<file path="src/rtl/iic_seq_ctrl.sv">
// iic_seq_ctrl: table-driven I2C transaction sequencer, one-shot or tick-paced loop
// Ports: clk/rst (sync, active-high); en global enable; cfg_* table write and length;
//   mode_loop/run/trig pass control; iic_* request/response to the I2C master;
//   busy, seq_done, rd_valid/rd_idx/rd_data, err (sticky timeout) status.
module iic_seq_ctrl #(
  parameter int DEPTH = 4,
  parameter int TICK_DIV = 100000000,
  parameter logic [6:0] DEV_ADDR = 7'h38,
  parameter int TIMEOUT = 1000000,
  localparam int AW = DEPTH > 1 ? $clog2(DEPTH) : 1
) (
  input  logic          clk,
  input  logic          rst,
  input  logic          en,
  input  logic          cfg_we,
  input  logic [AW-1:0] cfg_idx,
  input  logic          cfg_w,
  input  logic [7:0]    cfg_reg,
  input  logic [7:0]    cfg_data,
  input  logic [AW:0]   cfg_len,
  input  logic          mode_loop,
  input  logic          run,
  input  logic          trig,
  output logic          iic_start,
  output logic [6:0]    iic_dev_addr,
  output logic [7:0]    iic_reg_addr,
  output logic          iic_w,
  output logic [7:0]    iic_wd,
  input  logic [7:0]    iic_rdata,
  input  logic          iic_done,
  output logic          busy,
  output logic          seq_done,
  output logic          rd_valid,
  output logic [AW-1:0] rd_idx,
  output logic [7:0]    rd_data,
  output logic          err
);
  localparam int TW = $clog2(TICK_DIV);
  localparam int OW = $clog2(TIMEOUT + 1);
  localparam logic [AW:0] DL = (AW+1)'(DEPTH);
  typedef enum logic [2:0] {IDLE, WAIT_TICK, ISSUE, WAIT_DONE, NEXT} state_t;
  state_t state;
  logic tw [DEPTH];
  logic [7:0] treg [DEPTH];
  logic [7:0] tdat [DEPTH];
  logic [AW-1:0] idx;
  logic [AW:0] len;
  logic loop;
  logic [TW-1:0] tcnt;
  logic [OW-1:0] ocnt;
  logic [AW:0] eff_len;
  logic tick, last;
  assign eff_len = cfg_len > DL ? DL : cfg_len;
  assign tick = en && tcnt == TW'(TICK_DIV - 1);
  assign last = {1'b0, idx} == len - 1'b1;
  assign busy = state != IDLE;
  assign iic_dev_addr = DEV_ADDR;
  // table has no reset so its contents survive rst
  always_ff @(posedge clk)
    if (cfg_we && {1'b0, cfg_idx} < DL) begin
      tw[cfg_idx] <= cfg_w;
      treg[cfg_idx] <= cfg_reg;
      tdat[cfg_idx] <= cfg_data;
    end
  always_ff @(posedge clk)
    if (rst) begin
      state <= IDLE;
      idx <= '0;
      len <= '0;
      loop <= 1'b0;
      tcnt <= '0;
      ocnt <= '0;
      iic_start <= 1'b0;
      iic_reg_addr <= '0;
      iic_w <= 1'b0;
      iic_wd <= '0;
      seq_done <= 1'b0;
      rd_valid <= 1'b0;
      rd_idx <= '0;
      rd_data <= '0;
      err <= 1'b0;
    end else begin
      iic_start <= 1'b0;
      seq_done <= 1'b0;
      rd_valid <= 1'b0;
      if (en) tcnt <= tick ? '0 : tcnt + 1'b1;
      case (state)
        IDLE:
          if (en && eff_len != '0 && (mode_loop ? run : trig)) begin
            idx <= '0;
            len <= eff_len;
            loop <= mode_loop;
            err <= 1'b0;
            tcnt <= '0;
            state <= mode_loop ? WAIT_TICK : ISSUE;
          end
        WAIT_TICK:
          if (!run || !mode_loop) state <= IDLE;
          else if (tick) state <= ISSUE;
        ISSUE: begin
          iic_start <= 1'b1;
          iic_reg_addr <= treg[idx];
          iic_w <= tw[idx];
          iic_wd <= tdat[idx];
          ocnt <= '0;
          state <= WAIT_DONE;
        end
        WAIT_DONE:
          if (iic_done) begin
            rd_valid <= !iic_w;
            if (!iic_w) begin
              rd_idx <= idx;
              rd_data <= iic_rdata;
            end
            // end-of-pass pulse lands one cycle after the final done
            seq_done <= !loop && last;
            state <= NEXT;
          end else if (ocnt == OW'(TIMEOUT - 1)) begin
            err <= 1'b1;
            state <= IDLE;
          end else ocnt <= ocnt + 1'b1;
        NEXT:
          if (loop) begin
            idx <= last ? '0 : idx + 1'b1;
            tcnt <= '0;
            state <= WAIT_TICK;
          end else if (last) state <= IDLE;
          else if (en) begin
            idx <= idx + 1'b1;
            state <= ISSUE;
          end
        default: state <= IDLE;
      endcase
    end
endmodule

</file>
<file path="config.mk">
export PLATFORM = sky130hd
export DESIGN_NAME = iic_seq_ctrl
export DESIGN_NICKNAME = d
export VERILOG_FILES = /design/src/rtl/iic_seq_ctrl.sv
export SDC_FILE = /design/constraint.sdc
export NUM_CORES = 1
export LEC_CHECK = 0
export CORE_ASPECT_RATIO = 1.4
export CORE_MARGIN = 2
export CORE_UTILIZATION = 44
export CTS_BUF_LIST = sky130_fd_sc_hd__clkbuf_4
export CTS_CLUSTER_DIAMETER = 50
export DETAILED_ROUTE_END_ITERATION = 6
export DONT_BUFFER_PORTS = 1
export PLACE_DENSITY = 0.59
export REMOVE_ABC_BUFFERS = 1
export SYNTH_ARGS = -nofsm -noshare
export SYNTH_HDL_FRONTEND = slang
export SYNTH_SLANG_ARGS = --single-unit
</file>
<file path="constraint.sdc">
create_clock -name clk -period 2.55 [get_ports clk]
set_input_delay 0.51 -clock clk [delete_from_list [all_inputs] [get_ports clk]]
set_output_delay 0.51 -clock clk [all_outputs]
set_load 0.02 [all_outputs]
</file>
==> results of run 1 <==
-- area by class of cell --
cell class                      count  share of cell area (%)
Multi-Input combinational cell    378                   35.34
Clock inverter                     13                   2.044
Clock buffer                       19                   2.009
Inverter                           10                  0.5287
Sequential cell                   155                   53.30
Timing Repair Buffer               27                   3.419
Antenna cell                        1                 0.03525
Tap cell                          189                   3.331
-- routing by layer --
layer  routed length [µm]  track usage [%]  vias to the layer above
li1                     -                -                     2079
met1                 5525            20.13                     2046
met2                 7162            31.25                      103
met3                  713            5.335                       13
met4                  108            5.455                        0
met5                    0                0                        -
-- critical path: stages (launching register included) --
cell,delay (ns)
sky130_fd_sc_hd__dfxtp_1,0.38
sky130_fd_sc_hd__ha_1,0.24
sky130_fd_sc_hd__and3_1,0.22
sky130_fd_sc_hd__nand3_1,0.14
sky130_fd_sc_hd__or4_4,0.61
sky130_fd_sc_hd__nand3_2,0.29
sky130_fd_sc_hd__nor2_1,0.10
-- per-stage QoR --
step / total power, mW / hold WS, ns
after CTS: 4.372 / 0.002472
after floorplan: 2.851 / 0.4258
after global placement: 2.892 / 0.4393
after detailed placement: 2.898 / 0.4574
after global routing: 4.523 / 0.0001600
final: 4.348 / 0.05174
-- state kept, by name, indices dropped and copies added, names as in the netlist, 2 cells and up --
| name | cells |
|---|---|
| idx | 2 |
| iic_reg_addr | 8 |
| iic_wd | 8 |
| len | 3 |
| ocnt | 20 |
| rd_data | 8 |
| rd_idx | 2 |
| state | 3 |
| tcnt | 27 |
| tdat | 32 |
| treg | 32 |
| tw | 4 |
-- worst min path at each step --
stage          startpoint              end  slack (ns)  cells past startpoint
6_report              rst  iic_reg_addr[7]        0.05                      1
5_1_grt               rst  iic_reg_addr[7]      0.0002                      1
3_3_place_gp       len[1]           len[1]        0.44                      2
4_1_cts               rst              err       0.002                      1
3_5_place_dp       len[1]           len[1]        0.46                      2
2_1_floorplan      len[1]           len[1]        0.43                      2
-- cell usage after synthesis (2+ instances only) --
library cell	instances	area share, %
sky130_fd_sc_hd__ha_1	3	0.58
sky130_fd_sc_hd__o21a_1	8	0.93
sky130_fd_sc_hd__nor3_1	17	1.3
sky130_fd_sc_hd__nor2_2	4	0.39
sky130_fd_sc_hd__and2_1	3	0.29
sky130_fd_sc_hd__nand3_1	25	1.9
sky130_fd_sc_hd__buf_2	7	0.54
sky130_fd_sc_hd__a21oi_1	26	2.0
sky130_fd_sc_hd__or3_1	3	0.29
sky130_fd_sc_hd__or4_1	2	0.23
sky130_fd_sc_hd__clkbuf_1	12	0.70
sky130_fd_sc_hd__edfxtp_1	68	32
sky130_fd_sc_hd__dfxtp_1	87	27
sky130_fd_sc_hd__nand4_1	13	1.3
sky130_fd_sc_hd__a31oi_1	5	0.48
sky130_fd_sc_hd__buf_1	4	0.23
sky130_fd_sc_hd__and3_1	6	0.58
sky130_fd_sc_hd__nand4b_1	2	0.27
sky130_fd_sc_hd__o211ai_1	5	0.58
sky130_fd_sc_hd__nor3_2	5	0.77
sky130_fd_sc_hd__xor2_1	25	3.4
sky130_fd_sc_hd__mux2_2	3	0.52
sky130_fd_sc_hd__nor3b_1	4	0.46
sky130_fd_sc_hd__xnor2_1	11	1.5
sky130_fd_sc_hd__nand2_1	67	3.9
sky130_fd_sc_hd__mux2i_1	13	2.0
sky130_fd_sc_hd__o31ai_1	2	0.23
sky130_fd_sc_hd__nor4_1	8	0.77
sky130_fd_sc_hd__o21ai_0	5	0.39
sky130_fd_sc_hd__mux4_2	17	5.9
sky130_fd_sc_hd__nor4bb_1	2	0.31
sky130_fd_sc_hd__inv_1	10	0.58
sky130_fd_sc_hd__conb_1	2	0.12
sky130_fd_sc_hd__nand2b_1	4	0.39
sky130_fd_sc_hd__or3b_2	2	0.27
sky130_fd_sc_hd__buf_4	8	0.93
sky130_fd_sc_hd__nor2_1	60	3.5
sky130_fd_sc_hd__and4_1	3	0.41
-- cells by family after synthesis --
group                    synth area share [%]
AO/OA/AOI/OAI                           5.838
XOR/XNOR                                4.871
adder cells (fa/ha/maj)                0.5800
buffers and inverters                   3.151
flip-flops                              58.46
multiplexers                            8.448
other                                  0.1160
AND/OR/NAND/NOR                         18.54
-- report_power, final --
group	switching (mW)	leakage, nW	internal, mW
clock	0.863	0.152	0.614
sequential	0.0333	1.33	2.66
combinational	0.111	0.807	0.0678
-- repair_timing --
action                                  CTS  global route
endpoints found under the hold margin     6            46
endpoints found under the setup margin    0             0
hold buffers                              1            11
==> flow_summary.rst, run 1 <==
.. list-table::
   :header-rows: 1

   * - Metric
     - Value
   * - Relative area change from synthesis to final layout
     - 9.685%
   * - Worst Setup SP
     - tcnt[0]
   * - Sequential element share of the synthesized area
     - about three fifths
   * - Proportion of synthesized flip-flops having asynchronous set or reset
     - 0%
   * - Post-CTS Setup Repair Bufs
     - 0
   * - Final clock period utilization by the worst path
     - between 80% and 90%
   * - Number of antenna violations at the first check in global routing
     - 1
   * - FILL cells
     - 1309
   * - Overall Global Routing Usage
     - between 10% and 20%
   * - Most frequently used flop master after synthesis
     - sky130_fd_sc_hd__dfxtp_1
   * - Vias in the first global route
     - 4264
   * - Total of buffers placed on input and output ports
     - 0
   * - Class of the tightest hold or removal check
     - primary input to flip-flop
   * - Global-route wire length before repair
     - ~21000 µm
   * - Number of nets in the layout
     - between 600 and 700
   * - Syn. warnings
     - 0
   * - Initial cell density of the core
     - between 40% and 50%
   * - Max-cap violations
     - 0
   * - Core box area
     - between 0.01 and 0.015 mm²
   * - Die Span X
     - approximately 110 µm
   * - Pleak
     - approximately 2.3 nW
   * - PD cells
     - 612.5 mW/mm²
   * - Critical path peak fanout
     - 15
   * - Site row count
     - between 50 and 60
   * - Average routed wire per standard cell
     - approximately 17 µm
   * - TritonCTS clock tree
     - built
   * - PnR worst setup slack
     - approximately 0.44 ns
   * - Final weighted congestion in routability-driven placement
     - 0.8284
   * - Total Routed Length
     - 13510 µm
   * - Fraction of the core area covered by cells at the end of the flow
     - around half
   * - Highest-count cells in the layout ignoring fill and taps
     - sky130_fd_sc_hd__dfxtp_1 (87), sky130_fd_sc_hd__edfxtp_1 (68), sky130_fd_sc_hd__nand2_1 (67)
   * - Mean number of vias per cell
     - roughly 5.4
   * - Antenna viol nets, final
     - 0
   * - Number of DRC markers after the initial detailed-route iteration
     - 223
   * - Most common cell after layout, fill and taps aside
     - sky130_fd_sc_hd__dfxtp_1
   * - Number of max-slew violations in the final report
     - 0
   * - Number of cells traversed by the worst register-to-register path
     - 6
   * - Post-CTS clock slew at the launch and capture registers of the worst setup and hold paths
     - between 0.1 and 0.15 ns
   * - Multi-input logic area
     - 0.002509 mm²
   * - Maximum number of buffers from clock root to sink
     - 2
   * - Final HPWL from detailed placement
     - around 8700 µm
   * - Max transition margin
     - about 49%
   * - Total via count after detailed routing
     - roughly 4.2k
   * - Non-Filler Cell Area, Final
     - a little over 0.007 mm²
   * - RR Startpoint
     - tcnt[0]
   * - Pin count of the biggest net entering global routing
     - 44
   * - Aggregate global routing overflow
     - 0
   * - Worst Setup Slack post-DPL
     - about 0.48 ns
   * - Latest clock arrival within the worst-skew pair
     - 0.53 ns
   * - Drc violations
     - 0
   * - Mean area per synthesized cell
     - between 10 and 15 µm²
   * - Worst setup path endpoint
     - tcnt[18]
   * - Placed cell count
     - about 750
   * - Gate count after technology mapping
     - between 500 and 600
   * - Run status
     - finished clean
   * - Synthesized area
     - approximately 0.0065 mm²
   * - Yosys reg bits
     - ~160
   * - CTS H-Tree Depth
     - 4
   * - Number of CTS-inserted buffers
     - 17
   * - Reg2Reg Capture Point
     - tcnt[18]
   * - Storage element area
     - between 0.003 and 0.004 mm²
   * - EDFF count, synth
     - 68
   * - Share of post-route cells with drive strength above 1
     - between 10 and 15%
   * - First-pass DRT Iterations
     - 5
   * - Number of endpoints failing setup at the final stage
     - 0
   * - Maximum resistive drop on vdd
     - between 0.4 and 0.5 mV
   * - Worst Tran Pin Value
     - about 0.75 ns
   * - DP Area
     - around 0.0067 mm²
   * - Worst setup skew after layout
     - ~0.016 ns
   * - Data arrival time of the critical path
     - between 2 and 3 ns
   * - Minimum period implied by the final worst setup slack
     - 2.107 ns
   * - Y dimension of the die
     - 147.5 µm
   * - CTS root buf
     - sky130_fd_sc_hd__clkbuf_4
   * - Critical Path RT
     - 2.95 ns
   * - Total Die Area
     - between 0.015 and 0.02 mm²
   * - Crit path launch type
     - flip-flop
   * - Final hold vios
     - 0
   * - Critical path class
     - flip-flop to flip-flop
   * - Clock Sink Count
     - approximately 160
   * - Setup tns final
     - 0 ns
   * - RSZ-0062 raised after global routing
     - false
   * - Maximum clock rate
     - roughly 0.47 GHz
   * - Internal reg-to-reg setup slack
     - between 0.4 and 0.5 ns
   * - Netlist cell types
     - 57
   * - Kind of end point of the critical path
     - flip-flop
   * - Gates resized, CTS repair
     - 0
   * - Number of top-level design ports
     - 77
   * - Count of placed standard cells in the final layout, fillers left out
     - ~790
Power figures use the tool's default switching activity.
==> run 2, diff against run 1 <==
--- a/config.mk
+++ b/config.mk
@@ -12,7 +12,7 @@
 export CTS_CLUSTER_DIAMETER = 50
 export DETAILED_ROUTE_END_ITERATION = 6
 export DONT_BUFFER_PORTS = 1
-export PLACE_DENSITY = 0.59
+export PLACE_DENSITY = 0.61
 export REMOVE_ABC_BUFFERS = 1
 export SYNTH_ARGS = -nofsm -noshare
 export SYNTH_HDL_FRONTEND = slang
==> constraint.sdc (replaced) <==
create_clock -name clk -period 1.7 [get_ports clk]
set_input_delay 0.34 -clock clk [delete_from_list [all_inputs] [get_ports clk]]
set_output_delay 0.34 -clock clk [all_outputs]
set_load 0.02 [all_outputs]
==> flow_summary.rst, run 2 (synthesis results as in run 1) <==
.. list-table::
   :header-rows: 1

   * - Metric
     - Value
   * - Number of endpoints failing setup at the final stage
     - 18 (+18)
   * - Post-CTS clock slew at the launch and capture registers of the worst setup and hold paths
     - 0.15 ns (+0.02 ns)
   * - Pleak
     - 2.967 nW (+30%)
   * - Clock Sink Count
     - 155 (unchanged)
   * - Non-Filler Cell Area, Final
     - 0.008282 mm² (+17%)
   * - Final HPWL from detailed placement
     - 9550 µm (+10%)
   * - Worst setup skew after layout
     - 0.01767 ns (+0.001473 ns)
   * - Minimum period implied by the final worst setup slack
     - 1.769 ns (-0.3380 ns)
   * - Max-cap violations
     - 0 (unchanged)
   * - Initial cell density of the core
     - 44.81% (unchanged)
   * - Maximum number of buffers from clock root to sink
     - 2 (unchanged)
   * - First-pass DRT Iterations
     - 4 (-1)
   * - Total of buffers placed on input and output ports
     - 0 (unchanged)
   * - Run status
     - complete, but fails checks
   * - Critical path class
     - flip-flop to flip-flop
   * - Y dimension of the die
     - 147.5 µm (unchanged)
   * - Maximum resistive drop on vdd
     - 0.8628 mV (+100%)
   * - Final hold vios
     - 0 (unchanged)
   * - Antenna viol nets, final
     - 0 (unchanged)
   * - Multi-input logic area
     - 0.002694 mm² (+7.4%)
   * - Die Span X
     - 106.5 µm (unchanged)
   * - Number of antenna violations at the first check in global routing
     - 1 (unchanged)
   * - Average routed wire per standard cell
     - 16.24 µm (-4.8%)
   * - Mean number of vias per cell
     - 5.295 (-1.1%)
   * - Vias in the first global route
     - 4808 (+13%)
   * - Relative area change from synthesis to final layout
     - 27.95%
   * - Final weighted congestion in routability-driven placement
     - 0.8143 (-1.7%)
   * - Wire length on met2
     - 7637 µm (+6.6%)
   * - Data arrival time of the critical path
     - 2.22 ns (-0.29 ns)
   * - Total via count after detailed routing
     - 4718 (+11%)
   * - Crit path launch type
     - flip-flop
   * - Critical Path RT
     - 2.15 ns (-0.80 ns)
   * - Final clock period utilization by the worst path
     - 104.1% (+21 points)
   * - Critical path peak fanout
     - 5 (-10)
   * - Leading registers by flop count
     - tdat (32), treg (32), tcnt (27)
   * - Storage element area
     - 0.003817 mm² (+0.89%)
   * - PD cells
     - 831.4 mW/mm² (+36%)
   * - Core box area
     - 0.01444 mm² (unchanged)
   * - Kind of end point of the critical path
     - flip-flop
   * - DP Area
     - 0.007229 mm² (+8.2%)
   * - Number of CTS-inserted buffers
     - 17 (unchanged)
   * - Aggregate global routing overflow
     - 0 (unchanged)
   * - Total Die Area
     - 0.01571 mm² (unchanged)
   * - Highest-count cells in the layout ignoring fill and taps
     - sky130_fd_sc_hd__buf_4 (81), sky130_fd_sc_hd__edfxtp_1 (68), sky130_fd_sc_hd__nand2_1 (67)
   * - Number of top-level design ports
     - 77 (unchanged)
   * - Share of post-route cells with drive strength above 1
     - 30.67% (+17 points)
   * - CTS root buf
     - sky130_fd_sc_hd__clkbuf_4
   * - Global-route wire length before repair
     - 23360 µm (+9.1%)
   * - Overall Global Routing Usage
     - 19.01% (+1.5 points)
   * - Most common cell after layout, fill and taps aside
     - sky130_fd_sc_hd__buf_4
   * - Total Routed Length
     - 14470 µm (+7.1%)
   * - Routed wire length on met3
     - 720 µm (+0.98%)
   * - Internal reg-to-reg setup slack
     - -0.07 ns (-0.51 ns)
   * - Failing checks
     - negative setup slack
   * - CTS H-Tree Depth
     - 4 (unchanged)
   * - Routed length on met1
     - 5945 µm (+7.6%)
   * - Latest clock arrival within the worst-skew pair
     - 0.54 ns (about the same)
   * - Fraction of the core area covered by cells at the end of the flow
     - 57.34% (+8.2 points)
   * - Worst Setup SP
     - tcnt[10]
   * - PnR worst setup slack
     - -0.06888 ns (-0.5120 ns)
   * - RR Startpoint
     - tcnt[10]
   * - Startpoint of the most critical hold path
     - cfg_len[0]
   * - Pin count of the biggest net entering global routing
     - 46 (+4.5%)
   * - FILL cells
     - 1266 (-3.3%)
   * - TritonCTS clock tree
     - built
   * - Class of the tightest hold or removal check
     - primary input to flip-flop
   * - Number of nets in the layout
     - 729 (+16%)
   * - Highest metal used
     - met4
   * - Drc violations
     - 0 (unchanged)
   * - Site row count
     - 52 (unchanged)
   * - Number of DRC markers after the initial detailed-route iteration
     - 201 (-9.9%)
   * - Number of max-slew violations in the final report
     - 0 (unchanged)
   * - RSZ-0062 raised after global routing
     - true
   * - Total power consumption of the routed design
     - 6.885 mW (+58%)
   * - Maximum clock rate
     - 0.5653 GHz (+19%)
==> run 2: cell count changes in the layout (fill, tap and decap cells not counted), moves of 6 or more <==
cell and change:
sky130_fd_sc_hd__buf_12 +6, sky130_fd_sc_hd__buf_4 +66, sky130_fd_sc_hd__buf_6 +7, sky130_fd_sc_hd__dfxtp_1 -25, sky130_fd_sc_hd__dfxtp_2 +24, sky130_fd_sc_hd__dlygate4sd3_1 +18, sky130_fd_sc_hd__nor3_4 +6
==> run 2: metrics by stage <==
stage               hold slack, ns  instances  TNS [ns]  setup slack (ns)
floorplan                   0.4091        543    -13.10           -0.4007
global placement            0.4154        812    -1.330           -0.1013
detailed placement          0.4179        812    -2.366           -0.1581
CTS                       0.003381        881   -0.8973          -0.07069
global route              0.006879        891    -2.341           -0.1128
finish                     0.05518        891   -0.6135          -0.06888
==> run 2: where the power goes <==
part	total (mW)	internal [mW]	switching, mW
Combinational	0.379	0.175	0.204
Clock	2.47	0.969	1.50
Sequential	4.04	3.99	0.0480
==> run 2: worst paths after layout <==
path                   to  cells past startpoint
hold / removal     len[0]                      2
setup / recovery  tcnt[0]                      5
setup reg to reg  tcnt[0]                      5
hold reg to reg    len[1]                      2
==> run 2: final cells by class <==
class,instances,area share (%)
antenna,1,0.03022
clock buffer,17,1.541
clock inverter,15,2.493
inverter,10,0.4835
multi-input combinational,378,32.53
sequential,155,46.09
tap,189,2.855
timing repair buffer,126,13.97
==> run 2: per-layer routing <==
layer,up-vias,GRT usage [%]
li1,2288,-
met1,2326,22.32
met2,93,33.69
met3,11,5.732
met4,0,5.260
met5,-,0
==> run 2: timing repair <==
item,CTS,global route
buffers inserted,8,8
gates cloned,0,1
gates resized for setup,41,37
pin swaps,17,18
hold buffers,29,1
setup endpoints to repair,39,41
endpoints found under the hold margin,114,1
==> run 2: worst max-delay path, cell delays in order (launching register included) <==
cell and delay, ns:
sky130_fd_sc_hd__dfxtp_4 0.38, sky130_fd_sc_hd__nor4_4 0.28, sky130_fd_sc_hd__nand3_1 0.10, sky130_fd_sc_hd__or4_4 0.56, sky130_fd_sc_hd__and3b_1 0.20, sky130_fd_sc_hd__o21ba_1 0.16
